File: config.mk
export PLATFORM = sky130hd
export DESIGN_NAME = ultrasonic_obstacle_flat
export DESIGN_NICKNAME = d
export VERILOG_FILES = /design/src/rtl/ultrasonic_obstacle_if.sv /design/src/rtl/ultrasonic_obstacle.sv /design/src/flat_wrapper.sv
export SDC_FILE = /design/constraint.sdc
export NUM_CORES = 1
export LEC_CHECK = 0
export ABC_AREA = 1
export BUFFER_PORTS_ARGS = -buffer_cell sky130_fd_sc_hd__clkbuf_2
export CORE_MARGIN = 1
export CORE_UTILIZATION = 48
export DETAILED_ROUTE_END_ITERATION = 8
export PLACE_DENSITY_LB_ADDON = 0.1
export SLEW_MARGIN = 25
export SYNTH_ARGS = -nofsm -noshare
export SYNTH_HDL_FRONTEND = slang
export SYNTH_SLANG_ARGS = --single-unit
export TNS_END_PERCENT = 1
File: constraint.sdc
create_clock -name clk -period 2.1 [get_ports clk]
set_input_delay 0.105 -clock clk [delete_from_list [all_inputs] [get_ports clk]]
set_output_delay 0.105 -clock clk [all_outputs]
set_load 0.05 [all_outputs]
File: src/rtl/ultrasonic_obstacle_if.sv
// Sensor-side signal bundle for the ultrasonic ranger: echo in, trigger and
// measurement results out. The ranger drives through the master modport.
interface ultrasonic_obstacle_if;
    logic        echo;
    logic        trig;
    logic        obs_det;
    logic [22:0] echo_cycles;
    logic        meas_valid;
    logic        timeout;

    modport master (
        input  echo,
        output trig,
        output obs_det,
        output echo_cycles,
        output meas_valid,
        output timeout
    );

    modport slave (
        output echo,
        input  trig,
        input  obs_det,
        input  echo_cycles,
        input  meas_valid,
        input  timeout
    );
endinterface

File: src/rtl/ultrasonic_obstacle.sv
// HC-SR04 ranger: periodic trigger, echo width timing, near/far classification
// and a consecutive-agreement filter producing obs_det (1 = clear, 0 = obstacle).
module ultrasonic_obstacle #(
    parameter int TRIG_CYCLES   = 1000,
    parameter int PERIOD_CYCLES = 6000000,
    parameter int ECHO_TIMEOUT  = 3000000,
    parameter int THRESH_CYCLES = 87000,
    parameter int CONFIRM       = 2
) (
    input  logic                   clk,
    input  logic                   rst_n,
    ultrasonic_obstacle_if.master  us
);

    localparam logic [22:0] L_TRIG_M1 = 23'(TRIG_CYCLES - 1);
    localparam logic [22:0] L_PER_M1  = 23'(PERIOD_CYCLES - 1);
    localparam logic [22:0] L_TO      = 23'(ECHO_TIMEOUT);
    localparam logic [22:0] L_TO_M1   = 23'(ECHO_TIMEOUT - 1);
    localparam logic [22:0] L_THRESH  = 23'(THRESH_CYCLES);
    localparam logic [22:0] L_CNT_MAX = '1;
    localparam logic [2:0]  L_CONF    = 3'(CONFIRM);

    typedef enum logic [2:0] {
        IDLE,
        TRIG,
        WAIT_RISE,
        MEASURE,
        DONE
    } state_t;

    state_t      r_state;
    state_t      w_next;
    logic        r_echo_m;
    logic        r_echo_s;
    logic        r_echo_prev;
    logic [22:0] r_period;
    logic [22:0] r_cnt;
    logic [22:0] r_echo_cycles;
    logic        r_obs;
    logic        r_timeout;
    logic [2:0]  r_conf;

    logic        w_rise;
    logic        w_to;
    logic        w_upd_width;
    logic [22:0] w_width;
    logic        w_near;
    logic        w_target;

    assign w_rise   = r_echo_s & ~r_echo_prev;
    assign w_near   = ~w_to & (w_width < L_THRESH);
    assign w_target = ~w_near;

    always_ff @(posedge clk or negedge rst_n) begin
        if (!rst_n) begin
            r_echo_m    <= 1'b0;
            r_echo_s    <= 1'b0;
            r_echo_prev <= 1'b0;
        end else begin
            r_echo_m    <= us.echo;
            r_echo_s    <= r_echo_m;
            r_echo_prev <= r_echo_s;
        end
    end

    always_comb begin
        w_next      = r_state;
        w_to        = 1'b0;
        w_upd_width = 1'b0;
        w_width     = r_cnt;
        case (r_state)
            IDLE:      if (r_period >= L_PER_M1) w_next = TRIG;
            TRIG:      if (r_cnt >= L_TRIG_M1) w_next = WAIT_RISE;
            WAIT_RISE: begin
                // Only a fresh edge counts, so an echo already high on entry is skipped.
                if (w_rise) begin
                    w_next = MEASURE;
                end else if (r_cnt >= L_TO_M1) begin
                    w_next = DONE;
                    w_to   = 1'b1;
                end
            end
            MEASURE: begin
                if (!r_echo_s) begin
                    w_next      = DONE;
                    w_upd_width = 1'b1;
                end else if (r_cnt >= L_TO_M1) begin
                    w_next      = DONE;
                    w_to        = 1'b1;
                    w_upd_width = 1'b1;
                    w_width     = L_TO;
                end
            end
            DONE:      w_next = IDLE;
            default:   w_next = IDLE;
        endcase
    end

    always_ff @(posedge clk or negedge rst_n) begin
        if (!rst_n) begin
            r_state  <= IDLE;
            r_period <= L_PER_M1;
            r_cnt    <= '0;
        end else begin
            r_state <= w_next;
            if (r_state == IDLE && w_next == TRIG) begin
                r_period <= '0;
            end else if (r_period < L_PER_M1) begin
                r_period <= r_period + 23'd1;
            end
            // One shared counter, cleared on every state change.
            if (r_state != w_next) begin
                r_cnt <= '0;
            end else if (r_cnt != L_CNT_MAX) begin
                r_cnt <= r_cnt + 23'd1;
            end
        end
    end

    always_ff @(posedge clk or negedge rst_n) begin
        if (!rst_n) begin
            r_echo_cycles <= '0;
            r_timeout     <= 1'b0;
            r_obs         <= 1'b0;
            r_conf        <= '0;
        end else if (w_next == DONE) begin
            r_timeout <= w_to;
            if (w_upd_width) r_echo_cycles <= w_width;
            if (w_target == r_obs) begin
                r_conf <= '0;
            end else if (r_conf + 3'd1 >= L_CONF) begin
                r_obs  <= w_target;
                r_conf <= '0;
            end else begin
                r_conf <= r_conf + 3'd1;
            end
        end
    end

    assign us.trig        = (r_state == TRIG);
    assign us.meas_valid  = (r_state == DONE);
    assign us.obs_det     = r_obs;
    assign us.echo_cycles = r_echo_cycles;
    assign us.timeout     = r_timeout;

endmodule

File: src/flat_wrapper.sv
// flat-port wrapper written by rule: the top's interface ports become plain ports
module ultrasonic_obstacle_flat 
#(
    parameter int TRIG_CYCLES   = 1000,
    parameter int PERIOD_CYCLES = 6000000,
    parameter int ECHO_TIMEOUT  = 3000000,
    parameter int THRESH_CYCLES = 87000,
    parameter int CONFIRM       = 2
)
  (clk, rst_n, us_echo, us_trig, us_obs_det, us_echo_cycles, us_meas_valid, us_timeout);
  ultrasonic_obstacle_if us_i ();
  input  logic clk;
  input  logic rst_n;
  input wire logic [$bits(us_i.echo)-1:0] us_echo;
  output wire logic [$bits(us_i.trig)-1:0] us_trig;
  output wire logic [$bits(us_i.obs_det)-1:0] us_obs_det;
  output wire logic [$bits(us_i.echo_cycles)-1:0] us_echo_cycles;
  output wire logic [$bits(us_i.meas_valid)-1:0] us_meas_valid;
  output wire logic [$bits(us_i.timeout)-1:0] us_timeout;
  assign us_i.echo = us_echo;
  assign us_trig = us_i.trig;
  assign us_obs_det = us_i.obs_det;
  assign us_echo_cycles = us_i.echo_cycles;
  assign us_meas_valid = us_i.meas_valid;
  assign us_timeout = us_i.timeout;
  ultrasonic_obstacle #(.TRIG_CYCLES(TRIG_CYCLES), .PERIOD_CYCLES(PERIOD_CYCLES), .ECHO_TIMEOUT(ECHO_TIMEOUT), .THRESH_CYCLES(THRESH_CYCLES), .CONFIRM(CONFIRM)) u_core (.clk(clk), .rst_n(rst_n), .us(us_i));
endmodule
==> impl_metrics.xml, run 1 <==
<?xml version="1.0" encoding="UTF-8"?>
<metrics>
  <group name="global_route">
    <metric name="overflow" unit="">0</metric>
    <metric name="grt.total_usage" unit="">0.263</metric>
    <metric name="grt_first_pass_wirelength" unit="um">19700</metric>
    <metric name="antenna_found_initial" unit="">0</metric>
    <metric name="grt_max_degree" unit="">47</metric>
    <metric name="number_of_global_route_vias_before_repair" unit="">4130</metric>
  </group>
  <group name="floorplan">
    <metric name="die_area" unit="um^2">9610</metric>
    <metric name="die-width" unit="um">98.0</metric>
    <metric name="rows" unit="">34</metric>
    <metric name="io_pins" unit="">30</metric>
    <metric name="initial_cell_density_of_the_core" unit="">0.503</metric>
    <metric name="die_h" unit="um">98.0</metric>
    <metric name="fp.coreArea" unit="um^2">8810</metric>
  </group>
  <group name="place">
    <metric name="preCtsSetupSlack" unit="ns">-0.0456</metric>
    <metric name="placement.io_buffers" unit="">29</metric>
    <metric name="gp_routability_congestion" unit="">0.966</metric>
    <metric name="dp_hpwl" unit="um">9000</metric>
    <metric name="placed_instances" unit="">762</metric>
  </group>
  <group name="detailed_routing">
    <metric name="routed_wire_length_per_instance" unit="um">15.1</metric>
    <metric name="initialDrtViolationCount" unit="">189</metric>
    <metric name="drcViolationCount" unit="">0</metric>
    <metric name="firstDrtPassIters" unit="">5</metric>
    <metric name="route.antenna.remaining_nets" unit="">0</metric>
    <metric name="detail_route.wirelength" unit="um">11800</metric>
    <metric name="vias_per_cell" unit="">5.36</metric>
    <metric name="num_vias" unit="">4177</metric>
  </group>
  <group name="setup_path">
    <metric name="path_cells" unit="">inv_1 -&gt; nor3_2 -&gt; nand4_1 -&gt; nor2_1 -&gt; nand2_1 -&gt; nand3_1 -&gt; nand3_1 -&gt; nand4_1 -&gt; nand3_1 -&gt; buf_4 -&gt; nand3_2 -&gt; o21ai_1</metric>
    <metric name="cell_repeated_most_along_the_worst_path" unit="">nand3_1</metric>
    <metric name="arrival" unit="ns">2.35</metric>
    <metric name="crit_fanout" unit="">4</metric>
    <metric name="end_kind" unit="">flop</metric>
    <metric name="critical_path_required" unit="ns">2.34</metric>
    <metric name="crit_slowest_cell" unit="">dfstp_2</metric>
    <metric name="startpoint_type" unit="">flop</metric>
    <metric name="worst_r2r_path_depth" unit="">12</metric>
    <metric name="path_class" unit="">reg2reg</metric>
    <metric name="slowest_delay" unit="ns">0.53</metric>
  </group>
  <group name="sta">
    <metric name="finalCriticalPeriod" unit="ns">2.11</metric>
    <metric name="fin_hold_ws" unit="ns">0.238</metric>
    <metric name="minimum_setup_slack_in_the_final_design" unit="ns">-0.0104</metric>
    <metric name="relSlewSlack" unit="">0.504</metric>
    <metric name="worst_clock_skew" unit="ns">0.00894</metric>
    <metric name="post-route-period-util" unit="">1.00</metric>
    <metric name="final-setup-viol-count" unit="">1</metric>
    <metric name="rsz_0062_raised_after_global_routing" unit="">yes</metric>
    <metric name="fmaxAchievable" unit="GHz">0.474</metric>
    <metric name="final_hold_viol_count" unit="">0</metric>
    <metric name="finalMaxSlewViolations" unit="">0</metric>
    <metric name="worst_slew_pin_slew" unit="ns">0.738</metric>
  </group>
  <group name="clock_network">
    <metric name="cts_sinks" unit="">80</metric>
    <metric name="htreeDepth" unit="">3</metric>
    <metric name="clk_root_buffer_cell" unit="">clkbuf_8</metric>
    <metric name="tritoncts.num_buffers" unit="">9</metric>
    <metric name="cts_tree" unit="">built</metric>
    <metric name="cts_post_setup_buffers_inserted" unit="">0</metric>
    <metric name="clock_edge_transition_at_the_registers_on_the_reported_setup_and_hold_paths" unit="ns">0.09</metric>
    <metric name="clockBufferDepth" unit="">2</metric>
    <metric name="clock_insertion_delay_worst_skew" unit="ns">0.36</metric>
  </group>
  <group name="synthesis">
    <metric name="synth_largest_area_cell" unit="">dfrtp_1</metric>
    <metric name="post_synth_instance_area" unit="um^2">4430</metric>
    <metric name="syn_warnings" unit="">0</metric>
    <metric name="synth-seq-cells" unit="">80</metric>
    <metric name="netlist.area_leader.share" unit="">0.362</metric>
    <metric name="synth_enable_flop_cells" unit="">0</metric>
    <metric name="top_post_synthesis_cells_by_area" unit="">dfrtp_1 (36%), nand2_1 (9.8%), dfstp_2 (9.5%), nor2_1 (7.9%), inv_1 (6.2%)</metric>
    <metric name="async_set_reset_flop_share_out_of_synthesis" unit="">1.00</metric>
    <metric name="synth_area_per_cell" unit="um^2">7.71</metric>
    <metric name="seq_area_frac_synth" unit="">0.457</metric>
    <metric name="syn_nets" unit="">581</metric>
    <metric name="yosys.cell_types.count" unit="">38</metric>
    <metric name="ys.flop_type" unit="">dfrtp_1</metric>
    <metric name="postSynthCellCount" unit="">574</metric>
  </group>
  <group name="power">
    <metric name="power_leakage" unit="nW">2.70</metric>
    <metric name="power_density" unit="nW/um^2">522</metric>
    <metric name="max-vdd-ir-drop" unit="mV">0.294</metric>
  </group>
  <group name="hold_path">
    <metric name="hold_path.class" unit="">in2async</metric>
  </group>
  <group name="layout">
    <metric name="fill_cells" unit="">789</metric>
    <metric name="synthToLayoutAreaGrowth" unit="%">24.3</metric>
    <metric name="fin_cells" unit="">780</metric>
    <metric name="share_of_cells_above_drive_strength_1" unit="">0.246</metric>
    <metric name="most_used_cells_in_the_layout_excluding_fill_and_tap_cells" unit="">nand2_1 (109), nor2_1 (87), inv_1 (72), dfrtp_1 (64), buf_4 (57)</metric>
    <metric name="n_antenna_cell" unit="">0</metric>
    <metric name="nNetsFinal" unit="">674</metric>
    <metric name="most_common_cell_after_layout_fill_and_taps_aside" unit="">nand2_1</metric>
  </group>
  <group name="status">
    <metric name="outcome" unit="">finished, violations left</metric>
    <metric name="violations_in_the_final_reports" unit="">negative setup slack</metric>
  </group>
  <group name="job">
    <metric name="max_cap_violations" unit="">0</metric>
  </group>
</metrics>
[synth_stat cells, drive strengths merged, types with 2 or more instances]
| cell type | number |
|---|---|
| a21oi | 13 |
| a31oi | 14 |
| buf | 7 |
| clkbuf | 3 |
| dfrtp | 64 |
| dfstp | 16 |
| ha | 4 |
| inv | 76 |
| nand2 | 121 |
| nand3 | 45 |
| nand4 | 18 |
| nor2 | 95 |
| nor3 | 31 |
| nor3b | 2 |
| nor4 | 7 |
| o21ai | 20 |
| o21bai | 2 |
| o31ai | 11 |
| xnor2 | 3 |
| xor2 | 14 |
[worst paths after layout]
check | startpoint | end | slack [ns]
hold reg to reg | u_core.r_echo_m | u_core.r_echo_s | 0.36
setup reg to reg | u_core.r_period[22] | u_core.r_cnt[2] | -0.01
hold / removal | rst_n | u_core.r_cnt[22] | 0.24
setup / recovery | u_core.r_period[22] | u_core.r_cnt[2] | -0.01
min in group clk | u_core.r_echo_m | u_core.r_echo_s | 0.36
max in group asynchronous | rst_n | u_core.r_period[8] | 1.22
[cell type report]
type	count	area, um^2	share of cell area
Timing Repair Buffer	92	671	0.122
Clock inverter	5	80.1	0.0146
Clock buffer	11	141	0.0257
Sequential cell	80	2020	0.368
Tap cell	108	135	0.0246
Multi-Input combinational cell	407	2160	0.393
Inverter	77	289	0.0526
[power by group]
| group | internal (W) | leakage [nW] | switching [W] |
|---|---|---|---|
| clock | 0.000700 | 0.106 | 0.000578 |
| sequential | 0.00154 | 1.04 | 0.00000186 |
| combinational | 0.0000105 | 1.56 | 0.0000343 |
[critical path, delay by kind of cell (launching register included)]
family / cells / cell delay, ns
buffers and inverters: 2 / 0.25
flip-flops: 1 / 0.53
AO/OA/AOI/OAI: 1 / 0.08
AND/OR/NAND/NOR: 9 / 1.13
[kinds of logic (layout without fill, tap and decap cells)]
family | after synthesis | count (layout) | synth area share
AO/OA/AOI/OAI | 62 | 62 | 0.0831
XOR/XNOR | 17 | 17 | 0.0336
adder cells (fa/ha/maj) | 4 | 4 | 0.0113
buffers and inverters | 87 | 185 | 0.0772
flip-flops | 80 | 80 | 0.457
AND/OR/NAND/NOR | 324 | 324 | 0.338
[repair_timing]
item                       4_1_cts  5_1_grt
pin swaps                        2        4
setup endpoints to repair       10       51
resized for setup                4       24
gates cloned                     0        0
hold endpoints to repair        24        0
hold buffers                     2        0
[state kept, by name, indices dropped and copies added (netlist names)]
register               flops
u_core.r_echo_m            1
u_core.r_state             3
u_core.r_echo_prev         1
u_core.r_cnt              23
u_core.us.timeout          1
u_core.r_echo_s            1
u_core.us.echo_cycles     23
u_core.r_period           23
u_core.r_conf              3
u_core.us.obs_det          1
[stage by stage]
step / instance area, um^2 / utilization / setup TNS [ns] / total power (W)
floorplan: 4430 / - / 0 / 0.00158
global placement: 5160 / 0.586 / -0.0879 / 0.00162
detailed placement: 5160 / 0.586 / -0.170 / 0.00162
CTS: 5410 / 0.614 / -0.0468 / 0.00292
global route: 5500 / 0.624 / -5.72 / 0.00297
finish: 5500 / 0.624 / -0.0104 / 0.00287
[layer usage]
metal / GRT usage / wire, um
met1: 0.330 / 5110
met2: 0.451 / 5990
met3: 0.0422 / 416
met4: 0.110 / 294
met5: 0 / 0
(Power assumes the default switching activity.)
==> run 2: changes to the inputs <==
==> constraint.sdc (replaced) <==
create_clock -name clk -period 2.1 [get_ports clk]
set_input_delay 0.105 -clock clk [delete_from_list [all_inputs] [get_ports clk]]
set_output_delay 0.105 -clock clk [all_outputs]
set_load 0.02 [all_outputs]
==> impl_metrics.xml, run 2 (synthesized netlist as in run 1, its figures left out) <==
<?xml version="1.0" encoding="UTF-8"?>
<metrics>
  <group name="setup_path">
    <metric name="crit_slowest_cell" unit="">dfrtp_1</metric>
    <metric name="path_cells" unit="">nor2_2 -&gt; nand3_1 -&gt; nand2_1 -&gt; nor2_1 -&gt; nor2_2 -&gt; nand3_4 -&gt; inv_2 -&gt; nand2_2 -&gt; nand2_4 -&gt; nand2_4 -&gt; nor3b_4 -&gt; buf_4 -&gt; buf_6 -&gt; nand3_4 -&gt; o21ai_2</metric>
    <metric name="slowest_delay" unit="ns">0.44</metric>
    <metric name="critical_path_required" unit="ns">2.38</metric>
    <metric name="end_kind" unit="">flop</metric>
    <metric name="reg2reg_setup_slack" unit="ns">0.003</metric>
    <metric name="crit_fanout" unit="">5</metric>
    <metric name="critical_path.n_buffers_inverters" unit="">3</metric>
    <metric name="path_class" unit="">reg2reg</metric>
    <metric name="startpoint_type" unit="">flop</metric>
    <metric name="arrival" unit="ns">2.38</metric>
    <metric name="critPathTopFamily" unit="">simple AND/OR/NAND/NOR gates</metric>
  </group>
  <group name="power">
    <metric name="power_density" unit="nW/um^2">512</metric>
    <metric name="comb_power_share" unit="">0.015</metric>
    <metric name="switching_power" unit="W">0.000662</metric>
    <metric name="fin_total_pwr" unit="W">0.00294</metric>
    <metric name="sequentialPowerShare" unit="">0.526</metric>
    <metric name="proportion_of_power_drawn_by_the_clock_network" unit="">0.459</metric>
    <metric name="p_sw_frac" unit="">0.225</metric>
    <metric name="max-vdd-ir-drop" unit="mV">0.304</metric>
    <metric name="intPower" unit="W">0.00228</metric>
    <metric name="power_leakage" unit="nW">2.76</metric>
  </group>
  <group name="floorplan">
    <metric name="fp.coreArea" unit="um^2">8810</metric>
    <metric name="die_area" unit="um^2">9610</metric>
    <metric name="die-width" unit="um">98.0</metric>
    <metric name="die_h" unit="um">98.0</metric>
    <metric name="io_pins" unit="">30</metric>
    <metric name="initial_cell_density_of_the_core" unit="">0.503</metric>
    <metric name="rows" unit="">34</metric>
  </group>
  <group name="sta">
    <metric name="final_hold_viol_count" unit="">0</metric>
    <metric name="minimum_setup_slack_in_the_final_design" unit="ns">0.00332</metric>
    <metric name="rsz_0062_raised_after_global_routing" unit="">yes</metric>
    <metric name="final-setup-viol-count" unit="">0</metric>
    <metric name="finalCriticalPeriod" unit="ns">2.10</metric>
    <metric name="finalMaxSlewViolations" unit="">0</metric>
    <metric name="post-route-period-util" unit="">0.998</metric>
    <metric name="worst_clock_skew" unit="ns">0.0151</metric>
    <metric name="relSlewSlack" unit="">0.647</metric>
    <metric name="worst_slew_pin_slew" unit="ns">0.525</metric>
    <metric name="fmaxAchievable" unit="GHz">0.477</metric>
  </group>
  <group name="global_route">
    <metric name="antenna_found_initial" unit="">0</metric>
    <metric name="number_of_global_route_vias_before_repair" unit="">4216</metric>
    <metric name="grt_max_degree" unit="">42</metric>
    <metric name="grt.total_usage" unit="">0.266</metric>
    <metric name="overflow" unit="">0</metric>
    <metric name="grt_first_pass_wirelength" unit="um">20100</metric>
  </group>
  <group name="place">
    <metric name="placement.io_buffers" unit="">29</metric>
    <metric name="preCtsSetupSlack" unit="ns">-0.0894</metric>
    <metric name="gp_routability_congestion" unit="">0.980</metric>
    <metric name="dp_hpwl" unit="um">9020</metric>
    <metric name="placed_instances" unit="">766</metric>
  </group>
  <group name="detailed_routing">
    <metric name="initialDrtViolationCount" unit="">166</metric>
    <metric name="routed_wire_length_per_instance" unit="um">15.4</metric>
    <metric name="num_vias" unit="">4213</metric>
    <metric name="detail_route.wirelength" unit="um">12200</metric>
    <metric name="drcViolationCount" unit="">0</metric>
    <metric name="firstDrtPassIters" unit="">4</metric>
    <metric name="route.antenna.remaining_nets" unit="">0</metric>
    <metric name="vias_per_cell" unit="">5.31</metric>
  </group>
  <group name="layout">
    <metric name="n_antenna_cell" unit="">0</metric>
    <metric name="synthToLayoutAreaGrowth" unit="%">29.7</metric>
    <metric name="share_of_cells_above_drive_strength_1" unit="">0.293</metric>
    <metric name="finalCoreUtilization" unit="">0.652</metric>
    <metric name="nNetsFinal" unit="">687</metric>
    <metric name="fill_cells" unit="">764</metric>
    <metric name="fin_cells" unit="">793</metric>
    <metric name="most_common_cell_after_layout_fill_and_taps_aside" unit="">nand2_1</metric>
    <metric name="most_used_cells_in_the_layout_excluding_fill_and_tap_cells" unit="">nand2_1 (106), nor2_1 (86), inv_1 (69), buf_4 (68), dfrtp_1 (64)</metric>
  </group>
  <group name="job">
    <metric name="max_cap_violations" unit="">0</metric>
  </group>
  <group name="clock_network">
    <metric name="cts_tree" unit="">built</metric>
    <metric name="tritoncts.num_buffers" unit="">9</metric>
    <metric name="htreeDepth" unit="">3</metric>
    <metric name="cts_sinks" unit="">80</metric>
    <metric name="clockBufferDepth" unit="">2</metric>
    <metric name="clock_edge_transition_at_the_registers_on_the_reported_setup_and_hold_paths" unit="ns">0.10</metric>
    <metric name="clk_root_buffer_cell" unit="">clkbuf_8</metric>
    <metric name="clock_insertion_delay_worst_skew" unit="ns">0.36</metric>
  </group>
  <group name="status">
    <metric name="outcome" unit="">complete, no violations</metric>
  </group>
  <group name="hold_path">
    <metric name="hold_path.class" unit="">in2async</metric>
  </group>
</metrics>
run 2: metrics by stage:
stage	cell area [um^2]	TNS (ns)	hold WS (ns)
floorplan	4430	0	-0.191
global placement	5180	-0.0228	0.126
detailed placement	5180	-0.295	0.129
CTS	5570	-0.00816	0.286
global route	5740	-3.50	0.329
finish	5740	0	0.268
run 2: final cells by class:
class	instances	area, um^2	area share
Sequential cell	80	2020	0.352
Multi-Input combinational cell	407	2270	0.395
Clock inverter	6	100	0.0174
Clock buffer	10	138	0.0240
Inverter	77	289	0.0503
Timing Repair Buffer	105	792	0.138
Tap cell	108	135	0.0235
run 2: layer usage:
layer	GRT usage	vias to the layer above	share of wire
met2	0.447	94	0.49
li1	-	2098	-
met5	0	-	0
met3	0.0494	21	0.038
met4	0.108	0	0.025
met1	0.339	2000	0.44
run 2: worst paths after layout:
kind | from | to | cells past startpoint
max in group asynchronous | rst_n | u_core.r_period[8] | 3
min in group clk | u_core.r_echo_m | u_core.r_echo_s | 0
hold / removal | rst_n | u_core.us.echo_cycles[0] | 2
setup reg to reg | u_core.r_cnt[12] | u_core.r_cnt[2] | 15
hold reg to reg | u_core.r_echo_m | u_core.r_echo_s | 0
setup / recovery | u_core.r_cnt[12] | u_core.r_cnt[2] | 15
run 2: timing repair:
item,CTS,global route
resized for setup,12,45
hold endpoints to repair,29,0
buffers inserted,6,2
pin swaps,8,15
endpoints found under the setup margin,18,71
hold buffers,2,0
gates cloned,1,0
run 2: power groups by stage:
stage	registers [W]	logic, W	clock network, W
4_1_cts	0.00155	0.0000481	0.00138
5_1_grt	0.00155	0.0000531	0.00145
3_3_place_gp	0.00157	0.0000441	0
3_5_place_dp	0.00157	0.0000449	0
2_1_floorplan	0.00157	0.00000331	0
6_report	0.00155	0.0000445	0.00135
